$ cat src/rtl/inv_data_registers_unit.sv
// Byte-serial AES-128 decrypt state: load, InvMixColumns, InvShiftRows, unload.
// Optional macro STATE_CLEAR_EN zeroizes the state on the done cycle.
module inv_data_registers_unit (
  input  logic       clk,
  input  logic       rst,
  input  logic       start,
  input  logic       skip_mc,
  input  logic [7:0] in_data,
  input  logic       in_valid,
  output logic       in_ready,
  output logic [7:0] out_data,
  output logic       out_valid,
  input  logic       out_ready,
  output logic       busy,
  output logic       done
);

  typedef enum logic [2:0] {
    IDLE,
    LOAD,
    IMC,
    ISR,
    UNLOAD
  } state_t;

  state_t     state;
  state_t     state_nxt;
  logic [7:0] s [16];
  logic [3:0] k;
  logic       skip_q;
  logic       in_fire;
  logic       out_fire;
  logic       last;
  logic [7:0] m0, m1, m2, m3;

  function automatic logic [7:0] xt(input logic [7:0] a);
    return {a[6:0], 1'b0} ^ (a[7] ? 8'h1b : 8'h00);
  endfunction

  function automatic logic [7:0] mul9(input logic [7:0] a);
    return xt(xt(xt(a))) ^ a;
  endfunction

  function automatic logic [7:0] mulb(input logic [7:0] a);
    return xt(xt(xt(a))) ^ xt(a) ^ a;
  endfunction

  function automatic logic [7:0] muld(input logic [7:0] a);
    return xt(xt(xt(a))) ^ xt(xt(a)) ^ a;
  endfunction

  function automatic logic [7:0] mule(input logic [7:0] a);
    return xt(xt(xt(a))) ^ xt(xt(a)) ^ xt(a);
  endfunction

  assign m0 = mule(s[0]) ^ mulb(s[1]) ^ muld(s[2]) ^ mul9(s[3]);
  assign m1 = mul9(s[0]) ^ mule(s[1]) ^ mulb(s[2]) ^ muld(s[3]);
  assign m2 = muld(s[0]) ^ mul9(s[1]) ^ mule(s[2]) ^ mulb(s[3]);
  assign m3 = mulb(s[0]) ^ muld(s[1]) ^ mul9(s[2]) ^ mule(s[3]);

  assign in_fire  = in_valid && in_ready;
  assign out_fire = out_valid && out_ready;
  assign last     = (k == 4'd15);
  assign out_data = s[0];

  always_ff @(posedge clk or posedge rst) begin
    if (rst) state <= IDLE;
    else     state <= state_nxt;
  end

  always_comb begin
    state_nxt = state;
    in_ready  = 1'b0;
    out_valid = 1'b0;
    busy      = (state != IDLE);
    unique case (state)
      IDLE: begin
        if (start) state_nxt = LOAD;
      end
      LOAD: begin
        in_ready = 1'b1;
        if (in_fire && last)
          state_nxt = skip_q ? ISR : IMC;
      end
      IMC: begin
        if (last) state_nxt = ISR;
      end
      ISR: begin
        state_nxt = UNLOAD;
      end
      UNLOAD: begin
        out_valid = 1'b1;
        if (out_fire && last) state_nxt = IDLE;
      end
      default: state_nxt = IDLE;
    endcase
  end

  always_ff @(posedge clk or posedge rst) begin
    if (rst) begin
      for (int i = 0; i < 16; i++) s[i] <= 8'h00;
      k      <= 4'd0;
      skip_q <= 1'b0;
      done   <= 1'b0;
    end else begin
      done <= 1'b0;
      unique case (state)
        IDLE: begin
          k <= 4'd0;
          if (start) skip_q <= skip_mc;
        end
        LOAD: begin
          if (in_fire) begin
            for (int i = 0; i < 15; i++) s[i] <= s[i+1];
            s[15] <= in_data;
            k     <= k + 4'd1;
          end
        end
        IMC: begin
          // Rotate every cycle; on a column boundary the mixed column
          // is written back so it lands in place after 16 rotations.
          for (int i = 0; i < 15; i++) s[i] <= s[i+1];
          s[15] <= s[0];
          if (k[1:0] == 2'd0) begin
            s[15] <= m0;
            s[0]  <= m1;
            s[1]  <= m2;
            s[2]  <= m3;
          end
          k <= k + 4'd1;
        end
        ISR: begin
          s[1]  <= s[13];
          s[5]  <= s[1];
          s[9]  <= s[5];
          s[13] <= s[9];
          s[2]  <= s[10];
          s[6]  <= s[14];
          s[10] <= s[2];
          s[14] <= s[6];
          s[3]  <= s[7];
          s[7]  <= s[11];
          s[11] <= s[15];
          s[15] <= s[3];
          k     <= 4'd0;
        end
        UNLOAD: begin
          if (out_ready) begin
            for (int i = 0; i < 15; i++) s[i] <= s[i+1];
            s[15] <= s[0];
            k     <= k + 4'd1;
            if (last) begin
              done <= 1'b1;
`ifdef STATE_CLEAR_EN
              for (int i = 0; i < 16; i++) s[i] <= 8'h00;
`else
`endif
            end
          end
        end
        default: k <= 4'd0;
      endcase
    end
  end

endmodule

$ cat config.mk
export PLATFORM = sky130hd
export DESIGN_NAME = inv_data_registers_unit
export DESIGN_NICKNAME = d
export VERILOG_FILES = /design/src/rtl/inv_data_registers_unit.sv
export SDC_FILE = /design/constraint.sdc
export NUM_CORES = 1
export LEC_CHECK = 0
export BUFFER_PORTS_ARGS = -buffer_cell sky130_fd_sc_hd__buf_2
export CORE_MARGIN = 4
export CORE_UTILIZATION = 63
export DETAILED_ROUTE_END_ITERATION = 6
export HOLD_SLACK_MARGIN = 0.05
export PLACE_DENSITY = 0.84
export SLEW_MARGIN = 20
export SYNTH_ARGS = -nofsm -noshare
export SYNTH_HDL_FRONTEND = slang
export SYNTH_SLANG_ARGS = --single-unit
$ cat constraint.sdc
create_clock -name clk -period 5.16 [get_ports clk]
set_input_delay 1.032 -clock clk [delete_from_list [all_inputs] [get_ports clk]]
set_output_delay 1.032 -clock clk [all_outputs]
set_load 0.1 [all_outputs]
==> results of run 1 <==
-- through the flow --
stage                     utilization  cell area, um^2
after floorplan                     -             8994
after global placement         0.6462             9005
after detailed placement       0.6462             9005
after CTS                      0.6935             9663
after global routing           0.6956             9693
final                          0.6956             9693
-- per-layer routing --
metal	vias up	share of wire	wire, um	GRT usage
met2	347	0.47	10740	0.4559
li1	3246	-	-	-
met1	3386	0.40	9046	0.3935
met5	-	0	0	0
met3	58	0.097	2195	0.07316
met4	0	0.028	643	0.1091
-- area by class of cell --
cell class | instances | share of cell area
timing repair buffer | 35 | 0.02401
clock inverter | 14 | 0.02259
clock buffer | 18 | 0.04531
inverter | 9 | 0.004260
sequential | 137 | 0.3537
multi-input combinational | 763 | 0.5269
tap | 180 | 0.02323
-- worst paths after layout --
path / slack, ns / endpoint / cells past startpoint / start
max reg2reg: 2.05 / s[3] / 5 / state[1]
min: 0.47 / s[62] / 2 / s[62]
min reg2reg: 0.47 / s[62] / 2 / s[62]
min in group asynchronous: 0.80 / s[10] / 2 / rst
max in group asynchronous: 3.55 / s[49] / 3 / rst
max: 1.69 / out_valid / 4 / state[0]
-- worst max-delay path, cell delays in order, from the launching register on --
cell and delay [ns]:
dfrtp_1 0.68, nor2b_1 0.46, nand2_1 0.23, inv_1 0.18, buf_2 0.46
-- registers in the layout (all words and copies together), names as in the netlist --
signal    cells
skip_q        1
s           120
state         3
k             4
out_data      8
done          1
-- placed cells by master, fill, tap and decap left out, types with 3 or more instances in the layout --
cell / n
nand2_1: 248
dfrtp_1: 137
nor2_1: 116
xnor2_1: 111
a31oi_1: 74
a21oi_1: 43
xnor3_1: 36
xor2_1: 27
buf_2: 25
clkbuf_16: 17
o21ai_0: 15
a222oi_1: 10
inv_1: 8
buf_4: 8
mux2_2: 7
a221oi_1: 6
o21ai_1: 6
and3_1: 5
o21a_1: 5
o22ai_1: 5
bufinv_16: 5
xnor2_2: 4
nor3_1: 4
nand2b_1: 3
xnor2_4: 3
xor3_1: 3
nand3_1: 3
clkinv_2: 3
-- logic make-up after synthesis --
kind of cell / count (synthesis)
AND/OR/NAND/NOR: 386
multiplexers: 9
buffers and inverters: 106
flip-flops: 137
AO/OA/AOI/OAI: 178
XOR/XNOR: 188
adder cells (fa/ha/maj): 2
==> impl_metrics.py, run 1 <==
metrics = {
    "finish": {
        "drive_above_1_share": 0.09631,
        "nets": 979,
        "layout.cells.non_filler": 1156,
        "num-fill-cells": 988,
        "multi_input_comb_area_um2": 5107,
        "n_antenna_cell": 0,
        "area_delta_synth_final_pct": 7.777,
        "regArea_um2": 3428,
    },
    "synthesis": {
        "synth_compound_area_frac": 0.1253,
        "yosysWarnings": 0,
        "syn_area_um2": 8994,
        "synth_most_common_cell": "nand2_1",
        "synth_nets": 1022,
        "synth_cells": 1006,
        "syn_area_per_cell_um2": 8.940,
        "ys_top_cells_by_count": "nand2_1 (249), dfrtp_1 (137), nor2_1 (117), xnor2_1 (111), a31oi_1 (74)",
        "synth-edff-count": 0,
        "netlist_top_cells_area": "dfrtp_1 (38%), xnor2_1 (11%), nand2_1 (10%), xnor3_1 (9.0%), a31oi_1 (5.1%)",
        "yosysTopAreaCell": "dfrtp_1",
        "muxShareOfSynthArea": 0.01099,
        "synth_ff_type": "dfrtp_1",
        "synthXorXnorAreaFrac": 0.2592,
        "synth.distinct_cells": 47,
        "ys_seq_area_frac": 0.3812,
        "ys_ff_latch": 137,
        "async_reset_ff_frac": 1.000,
        "synthAdderAreaFrac": 0.002782,
        "synth_top_family_by_area": "XOR/XNOR gates",
        "synth_top_area_frac": 0.3812,
        "synth-simple-area-share": 0.1664,
    },
    "sta": {
        "timing.slew.headroom": 0.4623,
        "post-route-min-period_ns": 3.467,
        "holdWs_ns": 0.4668,
        "worstMarginPinSlew_ns": 0.8065,
        "final_max_slew_viol_count": 0,
        "max_freq_ghz": 0.2884,
        "hold_viol_final": 0,
        "fin_crit_sh": 0.6719,
        "rsz0062_at_grt": "no",
        "finalSetupTns_ns": 0,
        "worst_slack_ns": 1.693,
        "fin_worst_skew_ns": 0.01275,
        "setup_viol": 0,
    },
    "setup_path": {
        "critical_path_arrival_ns": 2.43,
        "worstSetupPathType": "register to output port",
        "start_kind": "register",
        "worstPathMaxFanout": 25,
        "critical_path.endpoint_type": "output port",
        "crit_required_ns": 4.13,
    },
    "detailed_routing": {
        "first_iter_violations": 938,
        "drc": 2,
        "wl_per_cell_um": 19.57,
        "vias_per_cell": 6.087,
        "wl_um": 22630,
        "first_pass_iters": 7,
        "postRouteAntennaNets": 0,
        "routed-via-count": 7037,
    },
    "global_routing": {
        "grtUsageTotal": 0.2909,
        "grt_pass1_vias": 6883,
        "grt_max_degree": 117,
        "grt_antenna_before_repair": 0,
        "gr-total-overflow": 0,
        "grt_pass1_wl_um": 36760,
    },
    "placed_design": {
        "dp.cells": 1123,
        "dp_hpwl_um": 14690,
        "gp_congestion": 0.9844,
        "portBuffers": 25,
        "dpl_worst_slack_ns": 2.188,
    },
    "floorplan": {
        "io_pins": 26,
        "die_y_um": 127.5,
        "die_width_um": 127.5,
        "start_util": 0.6454,
        "coreArea_um2": 13930,
        "rows": 43,
        "die-area_um2": 16250,
    },
    "cts": {
        "clockBufferDepth": 2,
        "cts_made_buffers": 17,
        "clk_pin_slew_ns": 0.07,
        "cts_resized": 0,
        "numClockSinks": 137,
        "post_cts_buffers": 0,
        "hold_buffers": 0,
        "clk_latency_ns": 0.43,
        "cts_tree": "yes",
        "htreeDepth": 4,
        "root_buffer": "clkbuf_16",
    },
    "status": {
        "status": "complete, but fails checks",
        "violations": "design-rule violations",
    },
    "hold_path": {
        "worstHoldPathType": "register to register",
    },
    "job": {
        "cap_violations": 0,
    },
}
Power of run 1 is left out: the tool's default activity adds up to more than one toggle a clock period on the data nets, which glitch-free logic cannot reach.
==> run 2, diff against run 1 <==
==> constraint.sdc (replaced) <==
create_clock -name clk -period 3.5 [get_ports clk]
set_input_delay 0.7 -clock clk [delete_from_list [all_inputs] [get_ports clk]]
set_output_delay 0.7 -clock clk [all_outputs]
set_load 0.1 [all_outputs]
==> run 2 against run 1 <==
The run still ends with design-rule violations left. Clock skew decreased by 0.0031 ns. Cell count is 1.1% higher. Non-clock buffer count up 14. Critical endpoint unchanged. Largest cell class unchanged.
==> impl_metrics.py, run 2 (synthesized netlist as in run 1, its figures left out) <==
metrics = {
    "global_routing": {
        "gr-total-overflow": 0,
        "grt_antenna_before_repair": 0,
        "grt_pass1_wl_um": 37900,
        "grt_max_degree": 81,
        "grt_pass1_vias": 7026,
        "grtUsageTotal": 0.3007,
    },
    "floorplan": {
        "coreArea_um2": 13930,
        "die_y_um": 127.5,
        "rows": 43,
        "die-area_um2": 16250,
        "io_pins": 26,
        "die_width_um": 127.5,
        "start_util": 0.6454,
    },
    "detailed_routing": {
        "postRouteAntennaNets": 0,
        "wl_per_cell_um": 19.90,
        "first_iter_violations": 875,
        "vias_per_cell": 6.119,
        "drc": 3,
        "wl_um": 23260,
        "first_pass_iters": 7,
        "routed-via-count": 7153,
    },
    "setup_path": {
        "critical_path_arrival_ns": 2.34,
        "reg2reg_slack_ns": 0.80,
        "r2r_start": "s[119]",
        "crit_required_ns": 2.80,
        "critical_path.endpoint_type": "output port",
        "r2r-end": "s[117]",
        "worstPathMaxFanout": 15,
        "rr_worst_depth": 6,
        "start_kind": "register",
        "worstSetupPathType": "register to output port",
    },
    "finish": {
        "final_common_cell": "nand2_1",
        "final_cell_mix": "nand2_1 (248), dfrtp_1 (137), nor2_1 (116)",
        "drive_above_1_share": 0.1082,
        "nets": 993,
        "n_antenna_cell": 0,
        "area_delta_synth_final_pct": 7.791,
        "regMostFlops": "s",
        "largest_register_ff_count": 120,
    },
    "sta": {
        "fin_worst_skew_ns": 0.009645,
        "worstMarginPinSlew_ns": 0.9829,
        "hold_viol_final": 0,
        "max_freq_ghz": 0.3287,
        "finalSetupTns_ns": 0,
        "rsz0062_at_grt": "no",
        "fin_crit_sh": 0.8693,
        "final_max_slew_viol_count": 0,
        "timing.slew.headroom": 0.3432,
        "setup_viol": 0,
        "post-route-min-period_ns": 3.043,
    },
    "placed_design": {
        "dp_hpwl_um": 15850,
        "gp_congestion": 1.014,
        "portBuffers": 25,
    },
    "cts": {
        "hold_buffers": 0,
        "post_cts_buffers": 0,
        "root_buffer": "clkbuf_16",
        "cts_made_buffers": 17,
        "cts_tree": "yes",
        "clk_pin_slew_ns": 0.06,
        "htreeDepth": 4,
        "cts_resized": 0,
        "clk_latency_ns": 0.43,
        "numClockSinks": 137,
        "clockBufferDepth": 2,
    },
    "status": {
        "status": "complete, but fails checks",
        "violations": "design-rule violations",
    },
    "hold_path": {
        "worstHoldPathType": "primary input to async pin",
    },
    "job": {
        "cap_violations": 0,
    },
}
[run 2: how the worst max path moves through the flow]
stage	cells after the start	start	to	slack (ns)
floorplan	2	state[1]	in_ready	0.1
global placement	6	s[119]	s[117]	0.93
detailed placement	6	s[119]	s[117]	0.90
CTS	4	state[0]	out_valid	0.50
global route	4	state[0]	out_valid	0.41
finish	4	state[0]	out_valid	0.46
[run 2: layout make-up]
cell class              count  area [um^2]
fillers                  1031         4240
clock buffers              19        452.9
flip-flops and latches    137         3428
well taps                 180        225.2
clock inverters            12        100.1
inverters                   9        37.54
multi-input cells         763         5107
repair buffers             49        342.8
[run 2: metal layers]
| metal | up-vias | share of wire | GRT usage |
|---|---|---|---|
| li1 | 3266 | - | - |
| met1 | 3462 | 0.41 | 0.4034 |
| met2 | 360 | 0.46 | 0.4580 |
| met3 | 65 | 0.090 | 0.08278 |
| met4 | 0 | 0.035 | 0.1363 |
| met5 | - | 0 | 0 |
[run 2: worst max-delay path, cell delays in order, from the launching register on]
cell and delay [ns]:
dfrtp_1 0.58, nor2b_1 0.45, nand2_1 0.24, inv_1 0.19, buf_2 0.45
[run 2: metrics by stage]
stage | setup WS (ns) | area, um^2 | cells | hold slack, ns | util
global placement | 0.9265 | 9141 | 1138 | 0.4492 | 0.6560
floorplan | 0.09754 | 8997 | 1006 | 0.4386 | -
CTS | 0.4984 | 9694 | 1169 | 0.1925 | 0.6957
detailed placement | 0.9002 | 9141 | 1138 | 0.4549 | 0.6560
global route | 0.4052 | 9694 | 1169 | 0.1926 | 0.6957
finish | 0.4573 | 9694 | 1169 | 0.1962 | 0.6957
Power of run 2 is left out for the same reason.
==> run 3, diff against run 2 <==
==> constraint.sdc (replaced) <==
create_clock -name clk -period 3.5 [get_ports clk]
set_input_delay 0.875 -clock clk [delete_from_list [all_inputs] [get_ports clk]]
set_output_delay 0.875 -clock clk [all_outputs]
set_load 0.1 [all_outputs]
==> run 3 against run 2 <==
The flow now finishes without violations. Die area unchanged. Cell count increased by 0.34%. Global-route usage grew 0.12 points. Critical path depth is the same. Clock skew decreased by 0.0038 ns. Non-clock buffer count is 3 higher. Worst setup slack got worse by 0.078 ns. Critical path type unchanged. Largest cell class unchanged.
==> impl_metrics.py, run 3 (synthesized netlist as in run 1, its figures left out) <==
metrics = {
    "status": {
        "status": "complete, no violations",
    },
    "setup_path": {
        "worstPathMaxFanout": 14,
        "cp.buffers_inverters": 2,
        "r2r-end": "s[109]",
        "crit_family": "simple AND/OR/NAND/NOR gates",
        "critical_path_arrival_ns": 2.25,
        "crit_required_ns": 2.62,
        "start_kind": "register",
        "slowest_delay_ns": 0.56,
        "reg2reg_slack_ns": 0.74,
        "critical_path.endpoint_type": "output port",
        "cp_slowest_cell": "dfrtp_1",
        "r2r_start": "out_data[5]",
        "rr_worst_depth": 6,
        "worstSetupPathType": "register to output port",
        "path_cells": "nor2b_1, nand2_1, inv_1, buf_2",
        "crit_cells": 4,
    },
    "cts": {
        "numClockSinks": 137,
        "cts_tree": "yes",
        "cts_resized": 0,
        "clk_pin_slew_ns": 0.06,
        "post_cts_buffers": 0,
        "clockBufferDepth": 2,
        "clk_latency_ns": 0.43,
        "hold_buffers": 0,
        "htreeDepth": 4,
        "root_buffer": "clkbuf_16",
        "cts_made_buffers": 17,
    },
    "finish": {
        "multi_input_comb_area_um2": 5116,
        "num-fill-cells": 987,
        "n_antenna_cell": 0,
        "area_delta_synth_final_pct": 8.973,
        "nets": 996,
        "regMostFlops": "s",
        "drive_above_1_share": 0.1138,
        "regArea_um2": 3428,
        "final_common_cell": "nand2_1",
        "largest_register_ff_count": 120,
        "final_cell_mix": "nand2_1 (248), dfrtp_1 (137), nor2_1 (116)",
    },
    "hold_path": {
        "min-delay-start": "s[92]",
        "hold_path_depth": 2,
        "worstHoldPathType": "register to register",
        "hold-path-endpoint": "s[92]",
    },
    "global_routing": {
        "grt_pass1_vias": 7160,
        "grt_pass1_wl_um": 38180,
        "gr-total-overflow": 0,
        "grt_max_degree": 56,
        "grt_antenna_before_repair": 0,
        "grtUsageTotal": 0.3018,
    },
    "sta": {
        "timing.slew.headroom": 0.3633,
        "fin_crit_sh": 0.8917,
        "worstMarginPinSlew_ns": 0.9528,
        "final_max_slew_viol_count": 0,
        "hold_viol_final": 0,
        "setup_viol": 0,
        "max_freq_ghz": 0.3204,
        "rsz0062_at_grt": "no",
        "post-route-min-period_ns": 3.121,
        "fin_worst_skew_ns": 0.005829,
        "finalSetupTns_ns": 0,
    },
    "floorplan": {
        "rows": 43,
        "die-area_um2": 16250,
        "start_util": 0.6454,
        "coreArea_um2": 13930,
        "die_y_um": 127.5,
        "die_width_um": 127.5,
        "io_pins": 26,
    },
    "detailed_routing": {
        "vias_per_cell": 6.211,
        "routed-via-count": 7286,
        "drc": 0,
        "wl_per_cell_um": 20.04,
        "postRouteAntennaNets": 0,
        "first_iter_violations": 1102,
        "wl_um": 23500,
        "first_pass_iters": 6,
    },
    "job": {
        "cap_violations": 0,
    },
    "placed_design": {
        "gp_congestion": 0.9991,
        "dp_hpwl_um": 15780,
        "portBuffers": 25,
    },
}
==> run 3: cell count changes in the layout (fill, tap and decap cells not counted) <==
cell / before / now
bufinv_16: 1 / 2
clkbuf_8: 2 / 0
o21ai_0: 15 / 14
nor3_1: 4 / 3
buf_12: 3 / 6
clkinvlp_4: 4 / 5
clkinv_4: 1 / 3
nor3_2: 0 / 1
inv_6: 1 / 5
clkinv_2: 6 / 1
o21ai_2: 0 / 1
==> run 3: worst max-delay path by stage <==
stage                startpoint        end  slack (ns)
finish                 state[2]  out_valid        0.38
global route           state[2]  out_valid        0.27
CTS                    state[2]  out_valid        0.42
detailed placement  out_data[5]     s[109]        0.84
global placement    out_data[5]     s[109]        0.82
floorplan              state[1]   in_ready        0.77
==> run 3: final cells by class <==
cell class,count,share of cell area
Timing Repair Buffer,52,0.04111
Clock buffer,17,0.04341
Inverter,9,0.003830
Multi-Input combinational cell,763,0.5220
Tap cell,180,0.02298
Clock inverter,15,0.01685
Sequential cell,137,0.3498
==> run 3: routing by layer <==
layer  up-vias  GRT usage  wire length, um
met5         -          0                0
met4         0     0.1590              937
met3        87    0.06773             2269
met2       418     0.4596            10830
li1       3276          -                -
met1      3505     0.4060             9464
==> run 3: worst reg2reg max path, stage by stage (launching register included) <==
cell,delay [ns]
dfrtp_1,0.66
xnor2_4,0.50
xor2_4,0.39
xor2_2,0.25
xnor3_1,0.41
a222oi_1,0.32
a21oi_1,0.11
==> run 3: through the flow <==
stage / utilization / area [um^2] / setup slack (ns) / hold slack [ns] / std cells
finish: 0.7033 / 9801 / 0.3791 / 0.4661 / 1173
global route: 0.7033 / 9801 / 0.2702 / 0.4855 / 1173
CTS: 0.7031 / 9797 / 0.4180 / 0.4697 / 1173
detailed placement: 0.6607 / 9206 / 0.8350 / 0.4563 / 1141
global placement: 0.6607 / 9206 / 0.8241 / 0.4487 / 1141
floorplan: - / 9002 / 0.7671 / 0.4386 / 1006
Power of run 3 is left out for the same reason.
